**src/rtl/sram_arbiter_if.sv**
```systemverilog
// Bundle of the fetch, data and SRAM-side signals around the shared-SRAM arbiter.
// slave is the arbiter's view; master is the CPU/SRAM environment's view.
interface sram_arbiter_if #(
    parameter int ADDR_W = 32,
    parameter int DATA_W = 32
);
    logic              inst_req;
    logic [ADDR_W-1:0] inst_addr;
    logic              inst_addr_ok;
    logic              inst_data_ok;
    logic [DATA_W-1:0] inst_rdata;

    logic              data_req;
    logic              data_wr;
    logic [3:0]        data_wstrb;
    logic [ADDR_W-1:0] data_addr;
    logic [DATA_W-1:0] data_wdata;
    logic              data_addr_ok;
    logic              data_data_ok;
    logic [DATA_W-1:0] data_rdata;

    logic              sram_en;
    logic [3:0]        sram_we;
    logic [ADDR_W-1:0] sram_addr;
    logic [DATA_W-1:0] sram_wdata;
    logic [DATA_W-1:0] sram_rdata;

    modport slave (
        input  inst_req, inst_addr,
        output inst_addr_ok, inst_data_ok, inst_rdata,
        input  data_req, data_wr, data_wstrb, data_addr, data_wdata,
        output data_addr_ok, data_data_ok, data_rdata,
        output sram_en, sram_we, sram_addr, sram_wdata,
        input  sram_rdata
    );

    modport master (
        output inst_req, inst_addr,
        input  inst_addr_ok, inst_data_ok, inst_rdata,
        output data_req, data_wr, data_wstrb, data_addr, data_wdata,
        input  data_addr_ok, data_data_ok, data_rdata,
        input  sram_en, sram_we, sram_addr, sram_wdata,
        output sram_rdata
    );
endinterface

```
**src/rtl/sram_arbiter.sv**
```systemverilog
// Shares one single-port synchronous SRAM between instruction fetch and data access.
// Data side has priority; a starvation counter forces a fetch grant after STARVE_MAX denials.
module sram_arbiter #(
    parameter int unsigned STARVE_MAX = 4,
    parameter int          ADDR_W     = 32,
    parameter int          DATA_W     = 32
) (
    input logic          clk,
    input logic          resetn,
    sram_arbiter_if.slave bus
);
    localparam logic [2:0] STARVE_LIM = 3'(STARVE_MAX);

    typedef enum logic [1:0] {
        OWN_NONE,
        OWN_INST,
        OWN_DATA
    } owner_t;

    owner_t            resp_owner;
    logic [2:0]        starve_cnt;
    logic              gnt_inst;
    logic              gnt_data;
    logic [ADDR_W-1:0] gnt_addr;
    logic [DATA_W-1:0] gnt_wdata;

    always_comb begin
        gnt_data = resetn && bus.data_req && !(bus.inst_req && (starve_cnt == STARVE_LIM));
        gnt_inst = resetn && bus.inst_req && !gnt_data;
    end

    always_comb begin
        gnt_addr  = '0;
        gnt_wdata = '0;
        if (gnt_data) begin
            gnt_addr  = bus.data_addr;
            gnt_wdata = bus.data_wdata;
        end else if (gnt_inst) begin
            gnt_addr  = bus.inst_addr;
        end
    end

    always_comb begin
        bus.inst_addr_ok = gnt_inst;
        bus.data_addr_ok = gnt_data;
        bus.sram_en      = gnt_inst || gnt_data;
        bus.sram_addr    = gnt_addr;
        bus.sram_wdata   = gnt_wdata;
        bus.sram_we      = (gnt_data && bus.data_wr) ? bus.data_wstrb : '0;
    end

    // Responses follow the registered owner, so they are zero while in reset.
    always_comb begin
        bus.inst_data_ok = (resp_owner == OWN_INST);
        bus.data_data_ok = (resp_owner == OWN_DATA);
        bus.inst_rdata   = (resp_owner == OWN_INST) ? bus.sram_rdata : '0;
        bus.data_rdata   = (resp_owner == OWN_DATA) ? bus.sram_rdata : '0;
    end

    always_ff @(posedge clk or negedge resetn) begin
        if (!resetn) begin
            resp_owner <= OWN_NONE;
            starve_cnt <= '0;
        end else begin
            if (gnt_inst)
                resp_owner <= OWN_INST;
            else if (gnt_data)
                resp_owner <= OWN_DATA;
            else
                resp_owner <= OWN_NONE;

            if (gnt_inst || !bus.inst_req)
                starve_cnt <= '0;
            else if (gnt_data && (starve_cnt != STARVE_LIM))
                starve_cnt <= starve_cnt + 3'd1;
        end
    end

    gnt_exclusive: assert property (@(posedge clk) disable iff (!resetn) !(gnt_inst && gnt_data));

endmodule

```
**src/flat_wrapper.sv**
```systemverilog
// flat-port wrapper written by rule: the top's interface ports become plain ports
module sram_arbiter_flat 
#(
    parameter int unsigned STARVE_MAX = 4,
    parameter int          ADDR_W     = 32,
    parameter int          DATA_W     = 32
)
  (clk, resetn, bus_inst_req, bus_inst_addr, bus_inst_addr_ok, bus_inst_data_ok, bus_inst_rdata, bus_data_req, bus_data_wr, bus_data_wstrb, bus_data_addr, bus_data_wdata, bus_data_addr_ok, bus_data_data_ok, bus_data_rdata, bus_sram_en, bus_sram_we, bus_sram_addr, bus_sram_wdata, bus_sram_rdata);
  sram_arbiter_if #(.ADDR_W(ADDR_W), .DATA_W(DATA_W)) bus_i ();
  input logic clk;
  input logic resetn;
  input wire logic [$bits(bus_i.inst_req)-1:0] bus_inst_req;
  input wire logic [$bits(bus_i.inst_addr)-1:0] bus_inst_addr;
  output wire logic [$bits(bus_i.inst_addr_ok)-1:0] bus_inst_addr_ok;
  output wire logic [$bits(bus_i.inst_data_ok)-1:0] bus_inst_data_ok;
  output wire logic [$bits(bus_i.inst_rdata)-1:0] bus_inst_rdata;
  input wire logic [$bits(bus_i.data_req)-1:0] bus_data_req;
  input wire logic [$bits(bus_i.data_wr)-1:0] bus_data_wr;
  input wire logic [$bits(bus_i.data_wstrb)-1:0] bus_data_wstrb;
  input wire logic [$bits(bus_i.data_addr)-1:0] bus_data_addr;
  input wire logic [$bits(bus_i.data_wdata)-1:0] bus_data_wdata;
  output wire logic [$bits(bus_i.data_addr_ok)-1:0] bus_data_addr_ok;
  output wire logic [$bits(bus_i.data_data_ok)-1:0] bus_data_data_ok;
  output wire logic [$bits(bus_i.data_rdata)-1:0] bus_data_rdata;
  output wire logic [$bits(bus_i.sram_en)-1:0] bus_sram_en;
  output wire logic [$bits(bus_i.sram_we)-1:0] bus_sram_we;
  output wire logic [$bits(bus_i.sram_addr)-1:0] bus_sram_addr;
  output wire logic [$bits(bus_i.sram_wdata)-1:0] bus_sram_wdata;
  input wire logic [$bits(bus_i.sram_rdata)-1:0] bus_sram_rdata;
  assign bus_i.inst_req = bus_inst_req;
  assign bus_i.inst_addr = bus_inst_addr;
  assign bus_inst_addr_ok = bus_i.inst_addr_ok;
  assign bus_inst_data_ok = bus_i.inst_data_ok;
  assign bus_inst_rdata = bus_i.inst_rdata;
  assign bus_i.data_req = bus_data_req;
  assign bus_i.data_wr = bus_data_wr;
  assign bus_i.data_wstrb = bus_data_wstrb;
  assign bus_i.data_addr = bus_data_addr;
  assign bus_i.data_wdata = bus_data_wdata;
  assign bus_data_addr_ok = bus_i.data_addr_ok;
  assign bus_data_data_ok = bus_i.data_data_ok;
  assign bus_data_rdata = bus_i.data_rdata;
  assign bus_sram_en = bus_i.sram_en;
  assign bus_sram_we = bus_i.sram_we;
  assign bus_sram_addr = bus_i.sram_addr;
  assign bus_sram_wdata = bus_i.sram_wdata;
  assign bus_i.sram_rdata = bus_sram_rdata;
  sram_arbiter #(.STARVE_MAX(STARVE_MAX), .ADDR_W(ADDR_W), .DATA_W(DATA_W)) u_core (.clk(clk), .resetn(resetn), .bus(bus_i));
endmodule
```
**config.mk**
```make
export PLATFORM = sky130hd
export DESIGN_NAME = sram_arbiter_flat
export DESIGN_NICKNAME = d
export VERILOG_FILES = /design/src/rtl/sram_arbiter_if.sv /design/src/rtl/sram_arbiter.sv /design/src/flat_wrapper.sv
export SDC_FILE = /design/constraint.sdc
export NUM_CORES = 1
export LEC_CHECK = 0
export ABC_CLOCK_PERIOD_IN_PS = 1500
export BUFFER_PORTS_ARGS = -buffer_cell sky130_fd_sc_hd__buf_4
export CAP_MARGIN = 10
export CORE_AREA = 4 4 105 107
export CTS_CLUSTER_DIAMETER = 40
export DETAILED_ROUTE_END_ITERATION = 8
export DIE_AREA = 0 0 109 111
export PLACE_DENSITY = 0.57
export SLEW_MARGIN = 30
export SYNTH_ARGS = -nofsm -noshare
export SYNTH_HDL_FRONTEND = slang
export SYNTH_SLANG_ARGS = --single-unit
```
**constraint.sdc**
```tcl
create_clock -name clk -period 1.5 [get_ports clk]
set_input_delay 0.15 -clock clk [delete_from_list [all_inputs] [get_ports clk]]
set_output_delay 0.15 -clock clk [all_outputs]
set_load 0.05 [all_outputs]
```
### Yosys cells after proc, flatten, opt, wreduce, memory -nomap -nowiden

Index checks and enable logic that the tools add are counted.

* add/subtract/negate cells: 1
* muxes and demuxes: 10
* reduce and logical (&&, ||, !) cells: 13
* equal/unequal tests: 4

Operators by type and width (number)
* $mux 32: 5
* $logic_and 1x1->1: 7
* $mux 3: 2
* $mux 2: 2
* $mux 4: 1
* $add 3x1->3 const B: 1
* $eq 3x3->1 const B: 1
* $logic_not 1->1: 3
* $ne 3x3->1 const B: 1
* $eq 2x1->1 const B: 1
* $eq 2x2->1 const B: 1
* $logic_or 1x1->1: 2
* $reduce_bool 2->1: 1

* word-level logic and storage cells: 30
* bits in registers: 5
* output and inout port bits: 137
* bits of input ports: 137

### Logic depth before layout (Yosys ltp)

Gate-level depths: netlist of run 1.

* word-level depth: 8
* gate-level depth with buffers: 6

### Worst setup path after synthesis of run 1

Ideal clock, no wire load.

* path kind: reg-to-output
* start point: register u_core.starve_cnt[0]
* end point: output bus_sram_addr[22]
* arrival: 1731 ps
* stages on the path, launching flop included: 7
* path buffers: 1
* setup slack: -381 ps
* cells stage by stage: dfrtp_1 -> inv_1 -> ha_1 -> a21boi_1 -> nor2_2 -> buf_4 -> a22o_1

* word-level cells in the longest chain between the ends: 8

Ends and longest elaborated chain
* start: declaration: RTL line sram_arbiter.sv:21 `logic [2:0] starve_cnt;`
* start signal: assignment: RTL line sram_arbiter.sv:75 `starve_cnt <= starve_cnt + 3'd1;`
* $eq 3x3->1: RTL line sram_arbiter.sv:28 `gnt_data = resetn && bus.data_req && !(bus.inst_req && (starve_cnt == STARVE_LIM));`
* $logic_and 1x1->1: RTL line sram_arbiter.sv:28
* $logic_not 1->1: RTL line sram_arbiter.sv:28
* $logic_and 1x1->1: RTL line sram_arbiter.sv:28
* $logic_not 1->1: RTL line sram_arbiter.sv:29 `gnt_inst = resetn && bus.inst_req && !gnt_data;`
* $logic_and 1x1->1: RTL line sram_arbiter.sv:29
* net bus_inst_addr_ok: RTL line flat_wrapper.sv:14 `output wire logic [$bits(bus_i.inst_addr_ok)-1:0] bus_inst_addr_ok;`
* $mux 32: RTL line sram_arbiter.sv:38 `end else if (gnt_inst) begin`
* $mux 32: RTL line sram_arbiter.sv:35 `if (gnt_data) begin`
* end: declaration: RTL line flat_wrapper.sv:27 `output wire logic [$bits(bus_i.sram_addr)-1:0] bus_sram_addr;`

The timed path passes the listed nets, and every way through them passes these cells.

### Worst setup path in the final report of run 1

* start point: register u_core.starve_cnt[1]
* end point: output bus_sram_addr[1]

* word-level cells in the longest chain between the ends: 8

Ends and longest elaborated chain (RTL line)
* $eq 3x3->1 *: sram_arbiter.sv:28
* $logic_and 1x1->1 *: sram_arbiter.sv:28
* $logic_not 1->1 *: sram_arbiter.sv:28
* $logic_and 1x1->1 *: sram_arbiter.sv:28
* $logic_not 1->1: sram_arbiter.sv:29
* $logic_and 1x1->1: sram_arbiter.sv:29
* $mux 32: sram_arbiter.sv:38
* $mux 32 *: sram_arbiter.sv:35

Every way passes the cells marked *; elsewhere a longest branch is shown, timed or not.

==> summary.txt, run 1 <==
Routed met2 length = 5.084 mm
Final instance area = 4534 sq um
First-pass GRT wire length = 14.15 mm
Boundary Pins = 274
CTS Buf Count = 3
Post-route core utilization = 44.72%
H-tree Lvls = 1
Die X = 109 um
Crit Path Max Fanout = 23
Failing checks = setup timing
Critical Path End Type = primary output
CTS sink count = 5
Setup Skew = 0.003073 ns
Syn Nets = 316
Clock tree buffer depth = 2
Most used DFF post-synth = dfrtp_1
Top layer in use = met4
Netlist cell types = 25
Int Power = 1.046 mW
CP Class = reg -> out
Unrepaired setup endpoints after global routing = true
Fin. max-slew vios = 0
Min Tclk post-route = 1.812 ns
Initial antenna violation count = 0
Worst Path Arrival = 1.66 ns
Combinational power share = 79.9%
HPWL reported at the end of detailed placement = 7.936 mm
CP top delay family = buffers and inverters
Dpl cell area = 4031 sq um
TNS Setup = -18.82 ns
Placer Congestion = 0.9131
Max-slew headroom = 83.94%
Metal-1 WL = 3.024 mm
Via density per instance = 4.140
Worst R2R Path Depth = 6
Psw = 0.9206 mW
Nets = 602
Initial Utilization = 12.69%
Stages on the worst setup path = 7
Post-route setup slack = -0.3117 ns
Ant. Diodes = 0
Max Freq = 552.0 MHz
Status = finished with violations
Worst path most repeated cell = buf_12
Total Wirelength = 9.688 mm
FP Rows = 37
Worst vdd ir = 0.2964 mV
Post-synth ARST share = 100.0%
Layout cell share with drive strength beyond 1 = 85.71%
Worst EP required = 1.35 ns
Remaining global-route overflow = 0
Port Buffers = 273
Most common cell after layout, fill and taps aside = buf_4
FF-to-FF End = u_core.resp_owner[0]
Drt first-iter violations = 60
Biggest area consumer among synthesized cells = and2_1
Power per cell area = 433.8 nW/um^2
Final period util = 120.8%
Met3 Wirelength = 1.271 mm
Critical path's slowest cell = dfrtp_1
CTS clk-pin slew, worst paths = 0.04 ns
Post-route DRC = 0
Synth Warn # = 0
Die height = 111 um
Pleak = 2.396 nW
Layout area overhead = 252.5%
FF+latch count, synth = 5
Non-filler cells, final = 598
Avg Inst Size Synth = 7.267 sq um
Flop-to-flop setup slack = 0.28 ns
Crit-path cells = inv_2 > ha_4 > a31oi_4 > buf_12 > buf_12 > a22o_2 > buf_6
Post-synthesis sequential area ratio = 9.728%
Bufs and invs on worst path = 4
CTS tree = done
Max Cap Viol = 0
Startpoint Class = flip-flop
CTS root buffer = clkbuf_8
Final hold vios = 0
Worst setup path end = bus_sram_addr[1]
Mapped Area = 1286 sq um
Slew @ Worst Pin = 0.2403 ns
# setup viols final = 70
Antenna Nets Post-Route = 0
Pin count of the biggest net entering global routing = 34
FF-to-FF Start = u_core.starve_cnt[0]
Clock Latency Late Sink = 0.23 ns
Sw Ratio = 46.80%
Pre-antenna DRT Iters = 4
Core Area = 10140 sq um
Most frequent cells in the layout = buf_4, and2_1, buf_6
Vias in the first global route = 2616
Post-synth top area share = 46.69%
GRT Total Usage = 14.87%
Crit. Startpoint = u_core.starve_cnt[1]
Post-Syn Instances = 177
Hold WC Path Type = in -> reg
Total die area = 12100 sq um
Fraction of power consumed by sequential logic = 7.3%
Routed vias = 2476
Most area-consuming cells after synthesis = and2_1, a22o_1, dfrtp_1, clkbuf_1, and3_1
Number of synthesized flops with an enable pin = 0
Placed Cells = 589
CP max stage delay = 0.38 ns
Clk pwr share = 12.8%
Wire per inst = 16.20 um
Hold slack = 0.2072 ns
[final cells by class]
class,instances,area [sq um]
Fill cell,959,5604
Timing Repair Buffer,297,2715
Multi-Input combinational cell,154,1471
Tap cell,136,170.2
Sequential cell,5,125.1
Clock buffer,4,45.04
Inverter,2,7.507
[power groups by stage]
stage                     Clock [mW]  Sequential [mW]  Combinational, mW
final                          0.253            0.143               1.57
after global routing           0.277            0.143               1.64
after CTS                      0.260            0.143               1.57
after detailed placement           0            0.144               1.44
after global placement             0            0.144               1.44
after floorplan                    0            0.144              0.839
[worst min path at each step]
stage,start,to,cells past startpoint
after floorplan,resetn,u_core.resp_owner[0],0
after detailed placement,resetn,u_core.starve_cnt[2],2
after global routing,bus_inst_req,u_core.resp_owner[1],2
after global placement,resetn,u_core.starve_cnt[2],2
final,bus_inst_req,u_core.resp_owner[1],2
after CTS,bus_inst_req,u_core.resp_owner[1],2
[flip-flops by register name, summed over array words and instances (netlist names)]
| signal | cells |
|---|---|
| u_core.resp_owner | 2 |
| u_core.starve_cnt | 3 |
[cell usage after synthesis (2+ instances only)]
library cell	count
nand2b_1	2
ha_1	2
buf_4	2
a21boi_0	2
nand2_1	2
clkbuf_1	7
inv_1	2
dfrtp_1	5
and3_1	4
nor2b_1	3
buf_2	5
nand3_1	2
a22o_1	32
and2_1	96
[layer usage]
layer | track usage (%) | up-vias
li1 | - | 1173
met1 | 14.52 | 1104
met2 | 28.05 | 178
met3 | 5.125 | 21
met4 | 5.471 | 0
met5 | 0 | -
[cells by family after synthesis]
logic type	share of synthesized area, %
AOI/OAI and AO/OA	26.95
and+or+nand+nor	54.38
adders and majority gates	1.945
buffers and inverters	7.003
DFF	9.728
[through the flow]
step | worst slack [ns] | power [mW]
detailed placement | -0.1287 | 1.589
finish | -0.3117 | 1.967
global route | -0.3840 | 2.060
floorplan | -0.01579 | 0.9828
global placement | -0.1210 | 1.582
CTS | -0.3241 | 1.968
[what timing repair did]
item                                   CTS  global route
hold buffers                             1             0
pin swaps                                1             1
resized for setup                      101             8
cloned                                   1             0
endpoints found under the hold margin    5             0
setup endpoints to repair               73            74
setup buffers                            3             0
(Power assumes the default switching activity.)
==> run 2: changes to the inputs <==
Settings changed: ABC_CLOCK_PERIOD_IN_PS 1500 to 2000, CORE_AREA 4 4 105 107 to 4 4 104 106, DIE_AREA 0 0 109 111 to 0 0 108 110, PLACE_DENSITY 0.57 to 0.56.
Clock period 1.5 ns to 2 ns, I/O delays scaled along.
==> summary.txt, run 2 (synthesized netlist as in run 1, its figures left out) <==
Status = completed (was finished with violations)
Crit-path cells = inv_2 > ha_4 > a31oi_4 > buf_12 > a22o_1 > buf_4 (was inv_2 > ha_4 > a31oi_4 > buf_12 > buf_12 > a22o_2 > buf_6)
CP max stage delay = 0.38 ns (about the same)
Port Buffers = 273 (unchanged)
Filler Cell Count = 1027 (was 959)
Worst EP required = 1.80 ns (was 1.35 ns)
Min Tclk post-route = 1.961 ns
Total Wirelength = 8.669 mm (was 9.688 mm)
FF-to-FF End = u_core.starve_cnt[1] (was u_core.resp_owner[0])
CP Class = reg -> out (unchanged)
Pre-antenna DRT Iters = 4 (unchanged)
Footprint of the multi-input gates = 1109 sq um (was 1471 sq um)
Setup Skew = 0.0006972 ns (was 0.003073 ns)
CTS sink count = 5 (unchanged)
FP Rows = 36 (was 37)
Boundary Pins = 274 (unchanged)
Ant. Diodes = 0 (unchanged)
Pin count of the biggest net entering global routing = 70 (was 34)
Most frequent cells in the layout = buf_4, and2_1, a22o_1 (was buf_4, and2_1, buf_6)
Slew @ Worst Pin = 0.3106 ns (was 0.2403 ns)
Nets = 590 (was 602)
Remaining global-route overflow = 0 (unchanged)
Crit Path Max Fanout = 69 (was 23)
Layout area overhead = 183.3% (was 252.5%)
Initial Utilization = 13.16% (was 12.69%)
Total die area = 11880 sq um (was 12100 sq um)
CTS tree = done (unchanged)
Initial antenna violation count = 0 (unchanged)
First-pass GRT wire length = 11.47 mm (was 14.15 mm)
CTS root buffer = clkbuf_8 (unchanged)
Layout cell share with drive strength beyond 1 = 65.56% (was 85.71%)
Post-route setup slack = 0.03927 ns (was -0.3117 ns)
CTS clk-pin slew, worst paths = 0.04 ns (about the same)
# setup viols final = 0 (was 70)
Fin. max-slew vios = 0 (unchanged)
Hold EP = u_core.resp_owner[1] (unchanged)
Max Freq = 510.0 MHz
Most common cell after layout, fill and taps aside = buf_4 (unchanged)
Via density per instance = 3.978 (was 4.140)
Critical path's slowest cell = dfrtp_1 (unchanged)
Post-route DRC = 0 (unchanged)
Hold_sp = bus_inst_req (unchanged)
Core Area = 9774 sq um (was 10140 sq um)
FF-to-FF Start = u_core.starve_cnt[0] (unchanged)
Clock tree buffer depth = 2 (unchanged)
Hold WC Path Type = in -> reg (unchanged)
Final period util = 98.04%
TNS Setup = 0 ns (was -18.82 ns)
Worst vdd ir = 0.1469 mV (was 0.2964 mV)
Final hold vios = 0 (unchanged)
Die X = 108 um (was 109 um)
Die height = 110 um (was 111 um)
HPWL reported at the end of detailed placement = 7.202 mm (was 7.936 mm)
Critical Path End Type = primary output (unchanged)
GRT Total Usage = 12.18% (was 14.87%)
Clock Latency Late Sink = 0.22 ns (was 0.23 ns)
Post-route core utilization = 37.28% (was 44.72%)
Power per cell area = 351.2 nW/um^2 (was 433.8 nW/um^2)
Leading registers by flop count = u_core.starve_cnt (3), u_core.resp_owner (2) (unchanged)
Drt first-iter violations = 90 (was 60)
Antenna Nets Post-Route = 0 (unchanged)
Largest reg by FF count = u_core.starve_cnt (unchanged)
Hold slack = 0.2454 ns (was 0.2072 ns)
Worst R2R Path Depth = 6 (unchanged)
Wire per inst = 14.87 um (was 16.20 um)
Routed vias = 2319 (was 2476)
Startpoint Class = flip-flop (unchanged)
Reg area = 125.1 sq um (unchanged)
Placer Congestion = 0.7549 (was 0.9131)
Vias in the first global route = 2226 (was 2616)
Max-slew headroom = 79.30% (was 83.94%)
Flop-to-flop setup slack = 0.68 ns (was 0.28 ns)
Worst Path Arrival = 1.76 ns (was 1.66 ns)
Pre-CTS WS = 0.1316 ns (was -0.1287 ns)
H-tree Lvls = 1 (unchanged)
CTS Buf Count = 3 (unchanged)
Hold path depth = 2 (unchanged)
Pleak = 2.030 nW (was 2.396 nW)
Max Cap Viol = 0 (unchanged)
Power Total = 1.280 mW (was 1.967 mW)
Max reg flops = 3 (unchanged)
==> run 2: cell count changes in the layout (fill, tap and decap cells not counted), sizes merged <==
cell    before  now
buf        296  283
bufbuf       0    1
==> run 2: critical path: cells and delay by family, from the launching register on <==
family	cells	cell delay [ns]
DFF	1	0.38
buffers and inverters	3	0.53
AOI/OAI and AO/OA	2	0.40
adders and majority gates	1	0.18
==> run 2: power breakdown <==
part,total [mW],switching [mW],leakage [nW],internal (mW)
registers,0.107,0.00229,0.0676,0.105
clock network,0.188,0.0513,0.0228,0.137
logic,0.984,0.581,1.94,0.403
==> run 2: per-stage QoR <==
step / instance area, sq um / std cells
after global placement: 3475 / 571
after global routing: 3643 / 583
after floorplan: 1286 / 177
final: 3643 / 583
after CTS: 3610 / 579
after detailed placement: 3475 / 571
==> run 2: timing repair <==
item                       CTS  global route
pin swaps                    3             2
hold endpoints to repair     5             0
gates resized for setup      6             5
setup buffers                2             5
cloned                       1             0
hold buffers                 1             0
setup endpoints to repair   68            67
==> run 2: final cells by class <==
type,instances,share of cell area [%]
tap,133,4.567
clock buffer,4,1.236
inverter,2,0.2060
sequential,5,3.434
timing repair buffer,285,60.13
multi-input combinational,154,30.43
==> run 2: per-layer routing <==
| metal | part of all wire, % | GRT usage [%] | vias up |
|---|---|---|---|
| met5 | 0 | 0 | - |
| met2 | 55 | 24.47 | 166 |
| met4 | 0.25 | 2.344 | 0 |
| met1 | 32 | 12.48 | 1008 |
| li1 | - | - | 1143 |
| met3 | 12 | 3.494 | 2 |
==> run 2: worst max-delay path by stage <==
stage | slack, ns | from | endpoint
after floorplan | 0.07 | u_core.starve_cnt[0] | bus_sram_addr[22]
after global placement | 0.18 | u_core.starve_cnt[0] | bus_sram_addr[31]
after detailed placement | 0.13 | u_core.starve_cnt[0] | bus_sram_addr[31]
after CTS | 0.006 | u_core.starve_cnt[0] | bus_sram_addr[31]
after global routing | -0.03 | u_core.starve_cnt[0] | bus_sram_addr[3]
final | 0.04 | u_core.starve_cnt[0] | bus_sram_addr[3]
==> run 3: changes to the inputs <==
--- a/constraint.sdc
+++ b/constraint.sdc
@@ -3,2 +3,2 @@
 set_output_delay 0.2 -clock clk [all_outputs]
-set_load 0.05 [all_outputs]
+set_load 0.01 [all_outputs]
==> summary.txt, run 3 (synthesized netlist as in run 1, its figures left out) <==
Initial antenna violation count = 0 (unchanged)
Max-slew headroom = 79.93% (was 79.30%)
# setup viols final = 0 (unchanged)
CTS sink count = 5 (unchanged)
Core Area = 9774 sq um (unchanged)
Most frequent cells in the layout = buf_4, and2_1, a22o_1 (unchanged)
Routed vias = 2298 (was 2319)
Min Tclk post-route = 1.914 ns (was 1.961 ns)
Fin. max-slew vios = 0 (unchanged)
Max reg flops = 3 (unchanged)
GRT Total Usage = 12.22% (was 12.18%)
Remaining global-route overflow = 0 (unchanged)
Stages on the worst setup path = 6 (unchanged)
Drt first-iter violations = 116 (was 90)
Worst vdd ir = 0.1305 mV (was 0.1469 mV)
Post-route DRC = 0 (unchanged)
Pre-CTS WS = 0.2100 ns (was 0.1316 ns)
Worst R2R Path Depth = 5 (was 6)
Leading registers by flop count = u_core.starve_cnt (3), u_core.resp_owner (2) (unchanged)
Pin count of the biggest net entering global routing = 70 (unchanged)
Hold path depth = 2 (unchanged)
Critical Path End Type = primary output (unchanged)
Filler Cell Count = 1002 (was 1027)
Via density per instance = 3.976 (was 3.978)
Ant. Diodes = 0 (unchanged)
Max Freq = 522.3 MHz (was 510.0 MHz)
CTS clk-pin slew, worst paths = 0.04 ns (about the same)
CP top delay family = compound AO/OA/AOI/OAI gates (was buffers and inverters)
Port Buffers = 273 (unchanged)
Placer Congestion = 0.7307 (was 0.7549)
HPWL reported at the end of detailed placement = 7.346 mm (was 7.202 mm)
Total Wirelength = 8.838 mm (was 8.669 mm)
Worst Path Arrival = 1.71 ns (was 1.76 ns)
Clock Latency Late Sink = 0.23 ns (was 0.22 ns)
Post-route setup slack = 0.08556 ns (was 0.03927 ns)
Pre-antenna DRT Iters = 4 (unchanged)
Final period util = 95.72% (was 98.04%)
Layout cell share with drive strength beyond 1 = 64.49% (was 65.56%)
Nets = 585 (was 590)
Worst EP required = 1.80 ns (about the same)
Status = completed (unchanged)
Startpoint Class = flip-flop (unchanged)
CP Class = reg -> out (unchanged)
Initial Utilization = 13.16% (unchanged)
Power per cell area = 257.4 nW/um^2 (was 351.2 nW/um^2)
TNS Setup = 0 ns (unchanged)
Antenna Nets Post-Route = 0 (unchanged)
Max Cap Viol = 0 (unchanged)
Vias in the first global route = 2196 (was 2226)
Setup Skew = 0.001809 ns (was 0.0006972 ns)
Critical path's slowest cell = dfrtp_1 (unchanged)
Crit Path Max Fanout = 35 (was 69)
Layout area overhead = 180.5% (was 183.3%)
Unrepaired setup endpoints after global routing = false
H-tree Lvls = 1 (unchanged)
CTS root buffer = clkbuf_8 (unchanged)
FP Rows = 36 (unchanged)
Crit-path cells = inv_1 > ha_4 > a31oi_4 > buf_12 > a22o_1 > buf_4 (was inv_2 > ha_4 > a31oi_4 > buf_12 > a22o_1 > buf_4)
Hold WC Path Type = in -> reg (unchanged)
Largest reg by FF count = u_core.starve_cnt (unchanged)
Most common cell after layout, fill and taps aside = buf_4 (unchanged)
Boundary Pins = 274 (unchanged)
CTS tree = done (unchanged)
First-pass GRT wire length = 11.47 mm (about the same)
Total die area = 11880 sq um (unchanged)
Wire per inst = 15.29 um (was 14.87 um)
Die X = 108 um (unchanged)
Pleak = 2.001 nW (was 2.030 nW)
Clock tree buffer depth = 2 (unchanged)
CP max stage delay = 0.36 ns (was 0.38 ns)
Die height = 110 um (unchanged)
Final hold vios = 0 (unchanged)
Slew @ Worst Pin = 0.3010 ns (was 0.3106 ns)
Bufs and invs on worst path = 3 (unchanged)
CTS Buf Count = 3 (unchanged)
[run 3: cell types whose count changed in the layout (fill, tap and decap cells not counted), sizes merged]
cell,previous run,this run
buf,283,277
bufbuf,1,0
clkbuf,4,6
[run 3: worst paths after layout]
path,startpoint,end,slack (ns)
worst min register to register,u_core.starve_cnt[0],u_core.starve_cnt[0],0.59
worst min-delay path,bus_inst_req,u_core.resp_owner[1],0.24
worst max-delay path,u_core.starve_cnt[0],bus_sram_addr[31],0.09
max in group asynchronous,resetn,u_core.starve_cnt[1],1.34
min in group asynchronous,resetn,u_core.resp_owner[1],0.45
worst max register to register,u_core.starve_cnt[0],u_core.starve_cnt[1],0.77
[run 3: worst reg2reg max path: cells and delay by family (launching register included)]
family / cells / cell delay [ns]
buffers and inverters: 1 / 0.10
AOI/OAI and AO/OA: 2 / 0.39
adders and majority gates: 1 / 0.20
and+or+nand+nor: 1 / 0.11
DFF: 1 / 0.36
[run 3: repair_timing]
action / CTS / global route
endpoints found under the hold margin: 5 / 0
gates cloned: 0 / 2
pin swaps: 0 / 1
hold buffers: 1 / 0
gates resized for setup: 2 / 3
setup buffers: 0 / 0
setup endpoints to repair: 32 / 29
[run 3: final cells by class]
cell class / count / area [sq um] / share of cell area, %
Tap cell: 133 / 166.4 / 4.612
Sequential cell: 5 / 125.1 / 3.467
Clock buffer: 4 / 45.04 / 1.248
Multi-Input combinational cell: 154 / 1100 / 30.48
Inverter: 2 / 7.507 / 0.2080
Timing Repair Buffer: 280 / 2165 / 59.99
[run 3: metrics by stage]
step	cell area (sq um)	cells	util, %	power, mW	hold slack [ns]
after floorplan	1286	177	-	0.3084	-0.09559
after global placement	3475	571	35.55	0.7171	0.03418
after detailed placement	3475	571	35.55	0.7210	0.03489
after CTS	3536	576	36.18	0.9188	0.2366
after global routing	3608	578	36.92	0.9920	0.2404
final	3608	578	36.92	0.9287	0.2367
[run 3: routing by layer]
| metal | part of all wire, % | track usage (%) |
|---|---|---|
| met4 | 1.8 | 3.697 |
| met1 | 31 | 12.04 |
| met5 | 0 | 0 |
| met3 | 13 | 4.368 |
| met2 | 54 | 23.85 |
[run 3: where the power goes]
part / leakage [nW] / internal, mW / switching [mW] / total, mW
sequential: 0.0676 / 0.105 / 0.00217 / 0.107
combinational: 1.91 / 0.388 / 0.240 / 0.628
clock: 0.0228 / 0.137 / 0.0560 / 0.193
total: 2.00 / 0.631 / 0.298 / 0.929
